==> config.mk <==
export PLATFORM = sky130hd
export DESIGN_NAME = calc_sched_flat
export DESIGN_NICKNAME = d
export VERILOG_FILES = /design/src/rtl/calc_sched_if.sv /design/src/rtl/calc_sched.sv /design/src/flat_wrapper.sv
export SDC_FILE = /design/constraint.sdc
export NUM_CORES = 1
export LEC_CHECK = 0
export BUFFER_PORTS_ARGS = -buffer_cell sky130_fd_sc_hd__clkbuf_2
export CORE_ASPECT_RATIO = 0.5
export CORE_MARGIN = 3
export CORE_UTILIZATION = 40
export CTS_CLUSTER_DIAMETER = 150
export DETAILED_ROUTE_END_ITERATION = 8
export PLACE_DENSITY = 0.71
export SLEW_MARGIN = 40
export SYNTH_ARGS = -nofsm -noshare
export SYNTH_HDL_FRONTEND = slang
export SYNTH_SLANG_ARGS = --single-unit
==> constraint.sdc <==
create_clock -name clk -period 6.1 [get_ports clk]
set_input_delay 0 -clock clk [delete_from_list [all_inputs] [get_ports clk]]
set_output_delay 0 -clock clk [all_outputs]
set_load 0.01 [all_outputs]
==> src/rtl/calc_sched_if.sv <==
// Signal bundle between calc_sched and its neighbours: parser input, ALU issue/return,
// TX encoder result handshake, and status/debug outputs.
interface calc_sched_if #(
  parameter int AW = 2
);
  logic        parser_done;
  logic [3:0]  dtype;
  logic [4:0]  operator;
  logic [15:0] src1;
  logic [15:0] src2;

  logic        alu_start;
  logic [3:0]  alu_dtype;
  logic [4:0]  alu_operator;
  logic [15:0] alu_src1;
  logic [15:0] alu_src2;
  logic        alu_done;
  logic [31:0] calc_res;

  // res_valid/res_ready: a result transfers on a rising edge where both are high;
  // until then res_valid stays high and res_data/res_err do not change.
  logic        res_valid;
  logic [31:0] res_data;
  logic        res_err;
  logic        res_ready;

  logic        cmd_drop;
  logic        busy;
  logic [AW:0] fifo_level;
  logic [1:0]  state_dbg;

  modport slave (
    input  parser_done, dtype, operator, src1, src2, alu_done, calc_res, res_ready,
    output alu_start, alu_dtype, alu_operator, alu_src1, alu_src2,
           res_valid, res_data, res_err, cmd_drop, busy, fifo_level, state_dbg
  );

  modport master (
    output parser_done, dtype, operator, src1, src2, alu_done, calc_res, res_ready,
    input  alu_start, alu_dtype, alu_operator, alu_src1, alu_src2,
           res_valid, res_data, res_err, cmd_drop, busy, fifo_level, state_dbg
  );
endinterface

==> src/rtl/calc_sched.sv <==
// Command scheduler: queues parsed commands, issues one at a time to the ALU with a
// wait timeout, and holds each result until the TX encoder takes it.
module calc_sched #(
  parameter int DEPTH   = 4,
  parameter int AW      = 2,
  parameter int TIMEOUT = 255
) (
  input logic         clk,
  input logic         rst,
  calc_sched_if.slave bus
);
  localparam int            CW       = $clog2(TIMEOUT);
  localparam logic [AW:0]   FULL_LVL = (AW+1)'(DEPTH);
  localparam logic [CW-1:0] CNT_LAST = CW'(TIMEOUT - 1);

  typedef enum logic [1:0] {
    S_IDLE  = 2'd0,
    S_ISSUE = 2'd1,
    S_WAIT  = 2'd2,
    S_HOLD  = 2'd3
  } state_t;

  state_t        r_state;
  logic [40:0]   r_mem [DEPTH];
  logic [AW-1:0] r_wr_ptr;
  logic [AW-1:0] r_rd_ptr;
  logic [AW:0]   r_level;
  logic [CW-1:0] r_cnt;
  logic          r_cmd_drop;
  logic          r_alu_start;
  logic [3:0]    r_alu_dtype;
  logic [4:0]    r_alu_operator;
  logic [15:0]   r_alu_src1;
  logic [15:0]   r_alu_src2;
  logic          r_res_valid;
  logic [31:0]   r_res_data;
  logic          r_res_err;

  logic w_full;
  logic w_pop;
  logic w_push;

  // A full FIFO still accepts a push when the head leaves in the same cycle.
  assign w_full = (r_level == FULL_LVL);
  assign w_pop  = (r_state == S_IDLE) && (r_level != '0);
  assign w_push = bus.parser_done && (!w_full || w_pop);

  always_ff @(posedge clk) begin
    if (w_push) r_mem[r_wr_ptr] <= {bus.dtype, bus.operator, bus.src1, bus.src2};
  end

  always_ff @(posedge clk or posedge rst) begin
    if (rst) begin
      r_state        <= S_IDLE;
      r_wr_ptr       <= '0;
      r_rd_ptr       <= '0;
      r_level        <= '0;
      r_cnt          <= '0;
      r_cmd_drop     <= 1'b0;
      r_alu_start    <= 1'b0;
      r_alu_dtype    <= '0;
      r_alu_operator <= '0;
      r_alu_src1     <= '0;
      r_alu_src2     <= '0;
      r_res_valid    <= 1'b0;
      r_res_data     <= '0;
      r_res_err      <= 1'b0;
    end else begin
      r_cmd_drop <= bus.parser_done && w_full && !w_pop;
      if (w_push) r_wr_ptr <= r_wr_ptr + AW'(1);
      if (w_pop)  r_rd_ptr <= r_rd_ptr + AW'(1);
      if (w_push && !w_pop)      r_level <= r_level + (AW+1)'(1);
      else if (!w_push && w_pop) r_level <= r_level - (AW+1)'(1);

      r_alu_start <= 1'b0;
      case (r_state)
        S_IDLE: begin
          if (w_pop) begin
            {r_alu_dtype, r_alu_operator, r_alu_src1, r_alu_src2} <= r_mem[r_rd_ptr];
            r_alu_start <= 1'b1;
            r_state     <= S_ISSUE;
          end
        end
        S_ISSUE: begin
          r_cnt   <= '0;
          r_state <= S_WAIT;
        end
        // A done pulse arriving in the expiry cycle still delivers the real result.
        S_WAIT: begin
          if (bus.alu_done) begin
            r_res_data  <= bus.calc_res;
            r_res_err   <= 1'b0;
            r_res_valid <= 1'b1;
            r_state     <= S_HOLD;
          end else if (r_cnt == CNT_LAST) begin
            r_res_data  <= '0;
            r_res_err   <= 1'b1;
            r_res_valid <= 1'b1;
            r_state     <= S_HOLD;
          end else begin
            r_cnt <= r_cnt + CW'(1);
          end
        end
        S_HOLD: begin
          if (bus.res_ready) begin
            r_res_valid <= 1'b0;
            r_state     <= S_IDLE;
          end
        end
      endcase
    end
  end

  assign bus.alu_start    = r_alu_start;
  assign bus.alu_dtype    = r_alu_dtype;
  assign bus.alu_operator = r_alu_operator;
  assign bus.alu_src1     = r_alu_src1;
  assign bus.alu_src2     = r_alu_src2;
  assign bus.res_valid    = r_res_valid;
  assign bus.res_data     = r_res_data;
  assign bus.res_err      = r_res_err;
  assign bus.cmd_drop     = r_cmd_drop;
  assign bus.busy         = (r_state != S_IDLE) || (r_level != '0);
  assign bus.fifo_level   = r_level;
  assign bus.state_dbg    = r_state;
endmodule

==> src/flat_wrapper.sv <==
// flat-port wrapper written by rule: the top's interface ports become plain ports
module calc_sched_flat 
#(
  parameter int DEPTH   = 4,
  parameter int AW      = 2,
  parameter int TIMEOUT = 255
)
  (clk, rst, bus_parser_done, bus_dtype, bus_operator, bus_src1, bus_src2, bus_alu_done, bus_calc_res, bus_res_ready, bus_alu_start, bus_alu_dtype, bus_alu_operator, bus_alu_src1, bus_alu_src2, bus_res_valid, bus_res_data, bus_res_err, bus_cmd_drop, bus_busy, bus_fifo_level, bus_state_dbg);
  calc_sched_if #(.AW(AW)) bus_i ();
  input logic clk;
  input logic rst;
  input wire logic [$bits(bus_i.parser_done)-1:0] bus_parser_done;
  input wire logic [$bits(bus_i.dtype)-1:0] bus_dtype;
  input wire logic [$bits(bus_i.operator)-1:0] bus_operator;
  input wire logic [$bits(bus_i.src1)-1:0] bus_src1;
  input wire logic [$bits(bus_i.src2)-1:0] bus_src2;
  input wire logic [$bits(bus_i.alu_done)-1:0] bus_alu_done;
  input wire logic [$bits(bus_i.calc_res)-1:0] bus_calc_res;
  input wire logic [$bits(bus_i.res_ready)-1:0] bus_res_ready;
  output wire logic [$bits(bus_i.alu_start)-1:0] bus_alu_start;
  output wire logic [$bits(bus_i.alu_dtype)-1:0] bus_alu_dtype;
  output wire logic [$bits(bus_i.alu_operator)-1:0] bus_alu_operator;
  output wire logic [$bits(bus_i.alu_src1)-1:0] bus_alu_src1;
  output wire logic [$bits(bus_i.alu_src2)-1:0] bus_alu_src2;
  output wire logic [$bits(bus_i.res_valid)-1:0] bus_res_valid;
  output wire logic [$bits(bus_i.res_data)-1:0] bus_res_data;
  output wire logic [$bits(bus_i.res_err)-1:0] bus_res_err;
  output wire logic [$bits(bus_i.cmd_drop)-1:0] bus_cmd_drop;
  output wire logic [$bits(bus_i.busy)-1:0] bus_busy;
  output wire logic [$bits(bus_i.fifo_level)-1:0] bus_fifo_level;
  output wire logic [$bits(bus_i.state_dbg)-1:0] bus_state_dbg;
  assign bus_i.parser_done = bus_parser_done;
  assign bus_i.dtype = bus_dtype;
  assign bus_i.operator = bus_operator;
  assign bus_i.src1 = bus_src1;
  assign bus_i.src2 = bus_src2;
  assign bus_i.alu_done = bus_alu_done;
  assign bus_i.calc_res = bus_calc_res;
  assign bus_i.res_ready = bus_res_ready;
  assign bus_alu_start = bus_i.alu_start;
  assign bus_alu_dtype = bus_i.alu_dtype;
  assign bus_alu_operator = bus_i.alu_operator;
  assign bus_alu_src1 = bus_i.alu_src1;
  assign bus_alu_src2 = bus_i.alu_src2;
  assign bus_res_valid = bus_i.res_valid;
  assign bus_res_data = bus_i.res_data;
  assign bus_res_err = bus_i.res_err;
  assign bus_cmd_drop = bus_i.cmd_drop;
  assign bus_busy = bus_i.busy;
  assign bus_fifo_level = bus_i.fifo_level;
  assign bus_state_dbg = bus_i.state_dbg;
  calc_sched #(.DEPTH(DEPTH), .AW(AW), .TIMEOUT(TIMEOUT)) u_core (.clk(clk), .rst(rst), .bus(bus_i));
endmodule
# After elaboration in Yosys (flattened, before gate mapping)
# Memory sizes are Yosys's and may differ from the RTL's. A register that Yosys moved wholly into a read port is not among the register bits.
# Index checks and enable logic that the tools add are counted.
# op_classes
n_eq_ne	10
reduce_logical	23
n_mux	21
add_sub_neg	5
# op_table
operator	n
$mux W32	2
$mux W8	2
$pmux W8 S2	1
$reduce_bool A2 Y1	5
$reduce_and A3 Y1	3
$add A8 B1 Y8 const B	1
$eq A8 B8 Y1 const B	1
$mux W1	8
$mux W2	4
$pmux W2 S4	1
$logic_and A1 B1 Y1	6
$mux W3	2
$ne A2 B2 Y1 const B	3
$add A2 B1 Y2 const B	2
$eq A2 B2 Y1 const B	2
$reduce_and A2 Y1	2
$add A3 B1 Y3 const B	1
$eq A3 B3 Y1 const B	1
$logic_not A1 Y1	3
$ne A3 B2 Y1 const B	1
$reduce_bool A3 Y1	1
$sub A3 B1 Y3 const B	1
$eq A2 B1 Y1 const B	1
$logic_not A2 Y1	1
3 further kinds	4
# word_totals
memories	1
ramBits	164
register_bits	53
wordCells	70
out_inout_bits	83
# memory_table
memory	words	word_bits	read_ports	rd_ports_with_merged_regs	wr	line_no	rtl
u_core.r_mem	4	41	1	1	1	calc_sched.sv:24	logic [40:0] r_mem [DEPTH];

# Depth between registers and ports, before layout
# depth
word_depth	8
ltp_mapped	11
depth_no_buf	10

# Worst setup path before layout
# No wires, ideal clock.
# synth_timing
kind	flip-flop to flip-flop
from	reg u_core.r_state[0], in the netlist u_core.bus.state_dbg[0]
to	mem u_core.r_mem[0][0], enable pin
slack_ps	3532
path_stages_with_launch	7
arrival_ps	2165
path_buffers	1
setup_time_ps	402
t_required_ps	5698
path_cell_list	dfrtp_1 > inv_1 > ha_1 > nor4b_1 > nor2b_1 > clkbuf_1 > and2_1
# synth_between
elab_chain_len	6
# synth_lines
element	line_no	rtl
from (decl)	calc_sched.sv:23	state_t r_state;
from (signal assigned)	calc_sched.sv:54	r_state <= S_IDLE;
from (signal assigned)	calc_sched.sv:81	r_state <= S_ISSUE;
from (signal assigned)	calc_sched.sv:86	r_state <= S_WAIT;
$logic_not A2 Y1	calc_sched.sv:45	assign w_pop = (r_state == S_IDLE) && (r_level != '0);
$logic_and A1 B1 Y1	calc_sched.sv:45	
$logic_or A1 B1 Y1	calc_sched.sv:46	assign w_push = bus.parser_done && (!w_full || w_pop);
$logic_and A1 B1 Y1	calc_sched.sv:46	
$mux W1	calc_sched.sv:49	if (w_push) r_mem[r_wr_ptr] <= {bus.dtype, bus.operator, bus.src1, bus.src2};
$mux W1 (implied by the code)	calc_sched.sv:49	
to (decl)	calc_sched.sv:24	
# Every way passes these cells.

# Worst setup path after layout
# layout_timing
from	reg u_core.r_state[0], in the netlist u_core.bus.state_dbg[0]
to	reg u_core.r_cnt[3]
# layout_between
elab_chain_len	3
elab_cells_between_ends	7
cone_classes	eq/ne (4); mux (1); reduce/logical (2)
# layout_lines
element	line_no	rtl
$eq A2 B2 Y1 or $eq A2 B1 Y1 (tied branches)	calc_sched.sv:76	case (r_state)
$ne A2 B2 Y1 (no line) or $reduce_bool A2 Y1 (tied branches)	n/a	
$reduce_and A3 Y1 (no line)	n/a	
to (signal assigned)	calc_sched.sv:101	r_cnt <= r_cnt + CW'(1);
to (decl)	calc_sched.sv:28	logic [CW-1:0] r_cnt;
# Parallel ways exist; a longest one is shown, timed or not.
# A chain may end at the register's enable or synchronous reset.

==> results by stage <==
Placed design:
- The congestion estimate from routability-driven global placement came to 0.783.
- Once detailed placement completed, the half-perimeter wirelength came to 11800 µm.
- The standard cell area after detailed placement is 0.0108 mm².
- The count of input and output buffers is 160.
- Prior to clock tree synthesis, the placed netlist has a worst setup slack of 3.54 ns.

Synth:
- The net count of the mapped netlist is 667.
- The average cell area after synthesis is 16.9 µm².
- The synthesized netlist occupies a cell area of 0.00972 mm².
- For this run, the leading register cell type out of synthesis is edfxtp_1.
- The count of mapped cells out of synthesis is 576.
- The number of synthesized register bits is 258.
- The number of enable flip-flop cells after synthesis is 164.
- The proportion of register bits with asynchronous set or reset after synthesis is 36.4%.
- The number of different library cells in the post-synthesis netlist is 35.
- After synthesis, flip-flops and latches occupy 74.9% of the total area.
- Yosys printed 0 warnings.

Min path:
- The class of the tightest hold or removal check is primary input to async pin.

GRT:
- The largest net degree at the start of global routing is 53.
- The number of global-route vias before repair is 5972.
- The wire length of the first global-routing pass is 31400 µm.
- The number of antenna violations at the first check in global routing came to 0.
- The all-layer global routing usage is 15.1%.
- For this run the aggregate overflow at the end of global routing stands at 0.

Timing:
- In this run the tightest slew margin relative to its limit is 52.0%.
- The minimum setup slack in the final design is 3.53 ns.
- Setup repair after global routing left no endpoint under its margin.
- The worst path in the final design needs a cycle of 2.57 ns, including I/O delays and setup.
- The worst clock skew is 0.0263 ns.
- The count of pins over their slew limit is 0.
- Setup violations remaining at the end of the flow were counted as 0.
- At the pin with the least slew margin, the transition time is 0.719 ns.
- Derived from the worst setup path, the maximum achievable clock frequency is 389 MHz.
- For the final routed database, the setup TNS stands at 0 ns.
- The final critical path takes up 42.1% of the cycle.
- The number of hold violations in the final report is 0.

Clock network:
- Buffers added to address setup during post-CTS repair amount to 0.
- The post-cts repair resize count is 0.
- For this design, the CTS-stage hold fixing added 78 buffers.
- The longest clock path from root to sink contains 3 buffers.
- TritonCTS built the clock tree.
- In this run the number of H-tree levels came out at 1.
- The root buffer cell chosen for the clock tree is clkbuf_16.
- The count of clock tree sinks is 258.
- The clock insertion delay at the later pin of the skew report is 0.53 ns.
- After clock tree synthesis, the clock-pin slew on the worst setup and hold paths is 0.06 ns.
- The total CTS buffers is 24.

Pwr:
- The sequential cell fraction of total power is 46.4%.
- The switching part of the total is 32.2%.
- The clock share of power is 24.2%.
- The internal portion of the total power is 4010 µW.
- VDD sags by at most 237 µV.
- The total power consumption of the routed design is 5910 µW.
- Per report_power, the combinational group accounts for 29.4% of the total.
- The ratio of total power to cell area is 478 mW/mm².
- The analysis attributes to net switching a power of 1900 µW.
- Summed over all cells, the static leakage comes to 0.00511 µW.

Critical path:
- At the worst endpoint, the arrival time is 3.01 ns.
- STA classifies the critical path startpoint as a flop.
- The critical-path maximum fanout is 34.
- The flop-to-flop setup slack is 3.53 ns.
- STA classifies the critical path endpoint as a flop.
- The worst register-to-register path begins at u_core.bus.state_dbg[0].
- The worst register-to-register path ends at u_core.r_cnt[3].
- The critical path class is flop to flop.
- For the worst setup path, the data required time is 6.54 ns.
- Measured in cells, the most critical reg-to-reg path has a length of 6.

Floorplan:
- The number of top-level pins is 161.
- The die is 116 µm tall.
- The floorplan has 39 rows.
- The die is 226 µm wide.
- The initial standard-cell utilization of the core is 41.7%.
- The area of the core is 0.0233 mm².
- The die covers 0.0263 mm².

Drt:
- The routed wirelength normalized by instance count is 17.6 µm.
- The count of vias placed by the detailed router is 5651.
- Wires add up to 20000 µm.
- For this run, the detailed router's first-pass iteration total came to 4.
- Dividing the detail-routed via count by the number of cells gives 4.96.
- Once detail routing completed, the nets flagged for antenna violations numbered 0.
- The count of routing violations after the opening detailed-route iteration is 370.
- After detailed routing, the number of remaining DRC violations is 0.

Cells and area:
- Compared with the post-synthesis result, the final layout area differs by 27.2%.
- The number of antenna diodes in the final layout is 0.
- The final layout contains 905 nets.
- The cell area after layout is 0.0124 mm².
- Of the cells placed in the final design, the portion with a size suffix greater than 1 is 30.2%.

Run:
- Across the run, the number of max-cap violations was 0.

Run status:
- The flow ran to the end, and the final reports show no timing, DRC or antenna violations.
-- cells in the final DEF (no fill, tap or decap), types with 6 or more instances in the layout --
master	instances
clkbuf_1	9
o21ai_0	8
clkinv_2	6
inv_1	9
nand3_1	10
clkbuf_2	160
nand2_1	134
dfrtp_1	92
ha_1	12
a22o_1	32
edfxtp_1	164
dlygate4sd3_1	78
mux4_2	41
clkbuf_16	24
-- flip-flops by register name, summed over array words and instances (netlist names) --
| name | cells |
|---|---|
| u_core.r_wr_ptr | 2 |
| u_core.r_rd_ptr | 2 |
| u_core.bus.res_data | 32 |
| u_core.bus.alu_dtype | 4 |
| u_core.bus.cmd_drop | 1 |
| u_core.bus.res_valid | 1 |
| u_core.bus.state_dbg | 2 |
| u_core.r_cnt | 8 |
| u_core.r_mem | 164 |
| u_core.bus.fifo_level | 3 |
| u_core.bus.alu_src1 | 16 |
| u_core.bus.alu_start | 1 |
| u_core.bus.alu_operator | 5 |
| u_core.bus.alu_src2 | 16 |
| u_core.bus.res_err | 1 |
-- power by group through the flow --
stage | Sequential (µW) | Clock (µW) | Combinational (µW)
global placement | 2750 | 0 | 1680
floorplan | 2740 | 0 | 1120
global route | 2810 | 1550 | 1920
CTS | 2750 | 1460 | 1770
detailed placement | 2770 | 0 | 1720
finish | 2740 | 1430 | 1740
-- kinds of logic (layout without fill, tap and decap cells) --
kind of cell | count (synthesis) | after routing | share of synthesized area [%]
and+or+nand+nor | 164 | 164 | 7.02
muxes | 43 | 43 | 9.73
DFF | 258 | 258 | 74.9
xor gates and xnor gates | 7 | 7 | 0.631
buffers and inverters | 40 | 296 | 1.87
AOI/OAI and AO/OA | 51 | 51 | 4.14
adders and majority gates | 13 | 13 | 1.75
-- worst max-delay path, stage by stage, from the launching register on --
cell and delay [ns]:
dfrtp_1 0.42, inv_1 0.11, ha_1 0.37, and2_2 0.48
a311o_1 0.53, or4_1 0.50, nand3_1 0.09
-- cell type report --
cell class | count | area, µm²
multi-input cells | 278 | 2280
fillers | 1842 | 11000
clock buffers | 35 | 662
inverters | 11 | 45.0
well taps | 307 | 384
clock inverters | 9 | 97.6
repair buffers | 241 | 1600
flip-flops and latches | 258 | 7280
-- worst max path at each step --
stage	start	to	cells after the start	slack [ns]
global route	u_core.bus.state_dbg[0]	u_core.r_rd_ptr[1]	7	3.32
floorplan	u_core.bus.state_dbg[0]	u_core.r_mem[0][0]	6	3.53
global placement	u_core.bus.state_dbg[0]	u_core.r_cnt[3]	6	3.41
finish	u_core.bus.state_dbg[0]	u_core.r_cnt[3]	6	3.53
detailed placement	u_core.bus.state_dbg[0]	u_core.bus.fifo_level[2]	10	3.54
CTS	u_core.bus.state_dbg[0]	u_core.bus.fifo_level[2]	10	3.52
-- through the flow --
step | instances | hold WS [ns] | util (%)
after floorplan | 576 | 0.0989 | -
after global placement | 1017 | 0.0739 | 46.3
after detailed placement | 1017 | 0.0787 | 46.4
after CTS | 1139 | 0.0949 | 53.0
after global routing | 1139 | 0.134 | 53.0
final | 1139 | 0.0918 | 53.0
-- routing by layer --
layer	GRT usage (%)	wire, µm
met4	3.32	290
met5	0	0
met1	19.3	8500
met3	2.61	1020
met2	27.7	10200
-- cell usage after synthesis, types with 2 or more instances --
master    count  area share (%)
edfxtp_1    164              51
nand2_1     134             5.2
dfrtp_1      94              24
mux4_2       41             9.5
a22o_1       32             2.9
clkbuf_1     19            0.73
ha_1         12             1.5
inv_1        10            0.39
nand3_1      10            0.51
o21ai_0       8            0.41
buf_2         7            0.36
and2_1        6            0.39
nor2_1        4            0.15
xnor2_1       4            0.36
a21oi_1       3            0.15
buf_6         3            0.35
xor2_1        3            0.27
a31oi_1       2            0.13
and4_1        2            0.18
mux2_2        2            0.23
or4_1         2            0.15
No activity file was read; power rests on OpenSTA's default activity.
